===== config.mk =====
export PLATFORM = sky130hd
export DESIGN_NAME = conv_sequencer
export DESIGN_NICKNAME = d
export VERILOG_FILES = /design/src/rtl/conv_sequencer.sv
export SDC_FILE = /design/constraint.sdc
export NUM_CORES = 1
export LEC_CHECK = 0
export CORE_UTILIZATION = 40
export CTS_BUF_LIST = sky130_fd_sc_hd__clkbuf_4 sky130_fd_sc_hd__clkbuf_8
export CTS_CLUSTER_SIZE = 40
export DETAILED_ROUTE_END_ITERATION = 10
export GPL_TIMING_DRIVEN = 0
export HOLD_SLACK_MARGIN = 0.12
export SLEW_MARGIN = 10
export SYNTH_ARGS = -nofsm -noshare
export SYNTH_HDL_FRONTEND = slang
export SYNTH_SLANG_ARGS = --single-unit

===== constraint.sdc =====
create_clock -name clk -period 3.4 [get_ports clk]
set_input_delay 0.68 -clock clk [delete_from_list [all_inputs] [get_ports clk]]
set_output_delay 0.68 -clock clk [all_outputs]
set_load 0.005 [all_outputs]

===== src/rtl/conv_sequencer.sv =====
// Control sequencer for the tiled binary convolution datapath: steps each 4x4 tile
// through read, XNOR, popcount, output and write phases, and reports run progress.
module conv_sequencer #(
    parameter int NUM_TILES = 16,
    parameter int READ_LAT  = 1
) (
    input  logic        clk,
    input  logic        reset_b,
    input  logic        dut_run,
    output logic [2:0]  cState,
    output logic        dut_busy,
    output logic [11:0] tile_index,
    output logic        run_done
);

    typedef enum logic [2:0] {
        ST_WAIT     = 3'b000,
        ST_READMEM  = 3'b001,
        ST_XNORS    = 3'b011,
        ST_COUNT1S  = 3'b010,
        ST_OUTPUTS  = 3'b110,
        ST_WRITEMEM = 3'b111,
        ST_DONE     = 3'b101,
        ST_SYSRESET = 3'b100
    } state_t;

    localparam logic [11:0] LAST_TILE = 12'(NUM_TILES - 1);
    localparam logic [1:0]  WAIT_MAX  = 2'(READ_LAT);

    state_t     state;
    logic [1:0] wait_cnt;

    // The state code itself is the datapath control word, so it leaves the flop untouched.
    assign cState = state;

    always_ff @(posedge clk or negedge reset_b) begin
        if (!reset_b) begin
            state      <= ST_SYSRESET;
            dut_busy   <= 1'b0;
            tile_index <= 12'd0;
            run_done   <= 1'b0;
            wait_cnt   <= 2'd0;
        end else begin
            run_done <= 1'b0;
            case (state)
                ST_SYSRESET: begin
                    state    <= ST_WAIT;
                    dut_busy <= 1'b0;
                end
                ST_WAIT: begin
                    if (dut_run) begin
                        state    <= ST_READMEM;
                        wait_cnt <= 2'd0;
                        dut_busy <= 1'b1;
                    end
                end
                ST_READMEM: begin
                    // Stretch the read phase so SRAM/WMEM data is valid before XNORS.
                    if (wait_cnt == WAIT_MAX) begin
                        state <= ST_XNORS;
                    end else begin
                        wait_cnt <= wait_cnt + 2'd1;
                    end
                end
                ST_XNORS:    state <= ST_COUNT1S;
                ST_COUNT1S:  state <= ST_OUTPUTS;
                ST_OUTPUTS:  state <= ST_WRITEMEM;
                ST_WRITEMEM: state <= ST_DONE;
                ST_DONE: begin
                    if (tile_index < LAST_TILE) begin
                        tile_index <= tile_index + 12'd1;
                        wait_cnt   <= 2'd0;
                        state      <= ST_READMEM;
                    end else begin
                        tile_index <= 12'd0;
                        run_done   <= 1'b1;
                        dut_busy   <= 1'b0;
                        state      <= ST_SYSRESET;
                    end
                end
                default: begin
                    state    <= ST_SYSRESET;
                    dut_busy <= 1'b0;
                end
            endcase
        end
    end

endmodule


==> results of run 1 <==
final cells by class:
type	instances	area share (%)
multi-input cells	58	35.8
repair buffers	19	15.3
plain buffers	4	3.13
inverters	7	2.12
clock buffers	3	1.81
well taps	28	2.82
clock inverters	1	0.605
flip-flops and latches	19	38.4
registers in the layout, indices dropped and copies added (netlist names), named ones only:
name and cells:
wait_cnt 2, dut_busy 1, cState 2, tile_index 12
run_done 1
per-layer routing:
| layer | vias to the layer above | global-route usage (%) | wire length [µm] |
|---|---|---|---|
| li1 | 372 | - | - |
| met1 | 379 | 23.1 | 963 |
| met2 | 20 | 26.2 | 917 |
| met3 | 4 | 3.80 | 79 |
| met4 | 0 | 10.4 | 37 |
| met5 | - | 0 | 0 |
worst paths after layout:
path / to / slack [ps] / startpoint
worst min-delay path: wait_cnt[1]$_DFFE_PN0P_ / 500 / wait_cnt[1]$_DFFE_PN0P_
min in group asynchronous: tile_index[0]$_DFFE_PN0N_ / 840 / reset_b
worst min register to register: wait_cnt[1]$_DFFE_PN0P_ / 500 / wait_cnt[1]$_DFFE_PN0P_
worst max register to register: cState[2]$_DFFE_PN1P_ / 1960 / tile_index[0]$_DFFE_PN0N_
max in group asynchronous: cState[0]$_DFFE_PN0P_ / 2030 / reset_b
worst max-delay path: cState[2] / 1310 / cState[2]$_DFFE_PN1P_
power by group:
group / switching [mW] / leakage, nW / internal, mW / total [mW]
Sequential: 0 / 0.242 / 0.226 / 0.226
Clock: 0.0761 / 0.0139 / 0.0448 / 0.121
Combinational: 0.00459 / 0.269 / 0.00225 / 0.00684
Total: 0.0807 / 0.524 / 0.273 / 0.354
logic make-up (layout without fill, tap and decap cells):
family	count (synthesis)	count (layout)	share of synthesized area, %
xor gates and xnor gates	1	1	0.888
and+or+nand+nor	34	34	27.2
DFF	19	19	48.4
buffers and inverters	11	34	6.60
AOI/OAI and AO/OA	21	21	14.5
adders and majority gates	2	2	2.54
through the flow:
stage                     hold WS (ps)  power (mW)  setup WS [ps]
after detailed placement           480       0.238           1510
after global routing               535       0.371           1250
final                              499       0.354           1310
after global placement             477       0.238           1510
after CTS                          506       0.360           1280
after floorplan                    384       0.231           2090
cell usage in the layout, fill, tap and decap left out:
| cell | count |
|---|---|
| and4_1 | 2 |
| or2_1 | 1 |
| a31oi_1 | 6 |
| dfrtp_1 | 18 |
| inv_1 | 7 |
| nor2b_1 | 1 |
| nand2b_1 | 1 |
| nor2_1 | 6 |
| a21oi_1 | 2 |
| o21ai_0 | 3 |
| o21ai_1 | 2 |
| a41oi_1 | 2 |
| and4b_1 | 1 |
| and3b_2 | 1 |
| buf_2 | 1 |
| a211o_1 | 1 |
| clkbuf_4 | 3 |
| nand3b_4 | 1 |
| xnor2_1 | 1 |
| a21oi_2 | 3 |
| and3_1 | 2 |
| clkdlybuf4s50_1 | 19 |
| nor4b_2 | 1 |
| nand2_1 | 3 |
| nand4_1 | 2 |
| o31a_1 | 1 |
| ha_1 | 2 |
| a311oi_1 | 1 |
| nand3_1 | 3 |
| nor4_4 | 2 |
| and2_1 | 3 |
| nand4_2 | 1 |
| nand2b_4 | 1 |
| nor4b_1 | 1 |
| clkinvlp_4 | 1 |
| or3_1 | 1 |
| buf_6 | 3 |
| dfstp_2 | 1 |
==> flow_metrics.py, run 1 <==
metrics = {
    "detailed_routing": {
        "drt_first_pass_iters": 3,
        "drc": 0,
        "routedWlPerCell_um": 14.4,
        "drt-total-wl_mm": 2.00,
        "via_per_inst": 5.58,
        "drtIter0Drc": 12,
        "ant_nets": 0,
        "routed-via-count": 775,
    },
    "sta": {
        "fmax_ghz": 0.478,
        "drv_slew": 0,
        "rsz0062_at_grt": "no",
        "hold_violations": 0,
        "slew-limit-headroom_pct": 43.8,
        "tns_ps": 0,
        "worst_pin_slew_ps": 840,
        "min_period_over_period_pct": 61.5,
        "timing.clock.skew_ps": 7.90,
        "final-setup-viol-count": 0,
        "fin_crit_ps": 2090,
    },
    "clocking": {
        "htree_levels": 1,
        "clk_path_buf_depth": 2,
        "cts.sinks": 19,
        "postCtsSetupRepairBufs": 0,
        "clkLatencyLatePin_ps": 300,
        "clk_pin_slew_worst_paths_ps": 120,
        "clk_root_buffer_cell": "clkbuf_4",
        "cts-buffers-inserted": 3,
        "cts_tree": "built",
        "hold_buffers": 0,
        "cts_resized": 0,
    },
    "grt": {
        "grt_overflow_total": 0,
        "grt_max_degree": 20,
        "grt_pass1_vias": 736,
        "grt_pass1_wl_mm": 3.34,
        "antenna_found_initial": 0,
        "grt_use_total_pct": 17.5,
    },
    "job": {
        "maxCapViolCount": 0,
    },
    "synth": {
        "synth_enable_flop_cells": 0,
        "synth_area_leaders": "dfrtp_1, nor4_4, a31oi_1",
        "synth_top_area_share_pct": 45.7,
        "ys_seq_area_share_pct": 48.4,
        "synth_nets": 93,
        "ys_types": 35,
        "avgSynthCellArea_um2": 11.2,
        "yosysWarnings": 0,
        "yosys_register_bits": 19,
        "synthFlopType": "dfrtp_1",
        "synth_most_common_cell": "dfrtp_1",
        "syn_inst": 88,
        "synth_commonest_cells": "dfrtp_1, inv_1, a31oi_1, nor2_1",
        "syn_area_um2": 986,
        "async_flop_share_pct": 100,
        "yosysTopAreaCell": "dfrtp_1",
    },
    "critical_path": {
        "arrival_ps": 1410,
        "cp_top_family": "flip-flops",
        "critPathBufInv": 1,
        "critPathKind": "register to primary output",
        "critical_path.max_stage_delay_ps": 600,
        "crit_path_start_kind": "register",
        "cp_slowest_cell": "dfstp_2",
        "crit_required_ps": 2720,
        "critPathMaxFanout": 3,
        "worstPathCellList": "clkdlybuf4s50_1",
        "cp.depth": 1,
        "end_kind": "primary output",
        "reg2reg_depth": 5,
    },
    "layout": {
        "antenna_cells": 0,
        "drive_gt1_share_pct": 17.1,
        "final_util_pct": 54.5,
        "design_area_um2": 1240,
        "seqCellArea_um2": 477,
        "areaGrowthSynthToFinish_pct": 25.9,
        "multi_input_area_um2": 444,
        "nets": 117,
        "layout.cells.non_filler": 139,
        "fillers": 214,
    },
    "die": {
        "die-height_um": 51.6,
        "num_rows": 17,
        "die_area_um2": 2670,
        "io_pins": 20,
        "core_area_um2": 2280,
        "start_util_pct": 43.3,
        "die_w_um": 51.6,
    },
    "place": {
        "portBuffers": 19,
        "dp_hpwl_mm": 1.40,
        "globalplace.congestion": 0.733,
        "placed_cells": 135,
        "placed_area_um2": 1210,
    },
    "status": {
        "status": "finished clean",
    },
    "power": {
        "irDropWorstVdd_uv": 145,
        "powerDensity_nw_per_um2": 285,
        "p_leak_nw": 0.524,
    },
    "worst_hold_path": {
        "hold_depth": 1,
        "hold_class": "register to register",
    },
}
Power figures use the tool's default switching activity.
==> run 2: changes to the inputs <==
clock period = 2.18 ns   (was 3.4 ns; I/O delays follow)
==> results of run 2 <==
The final DEF is identical to that of run 1. Status: finished clean.
Main changes from that run: setup slack after placement 1510 ps -> 535 ps; setup slack after layout 1310 ps -> 333 ps; register-to-register setup slack 1960 ps -> 740 ps; total power 0.354 mW -> 0.552 mW; worst IR drop on VDD 145 µV -> 226 µV
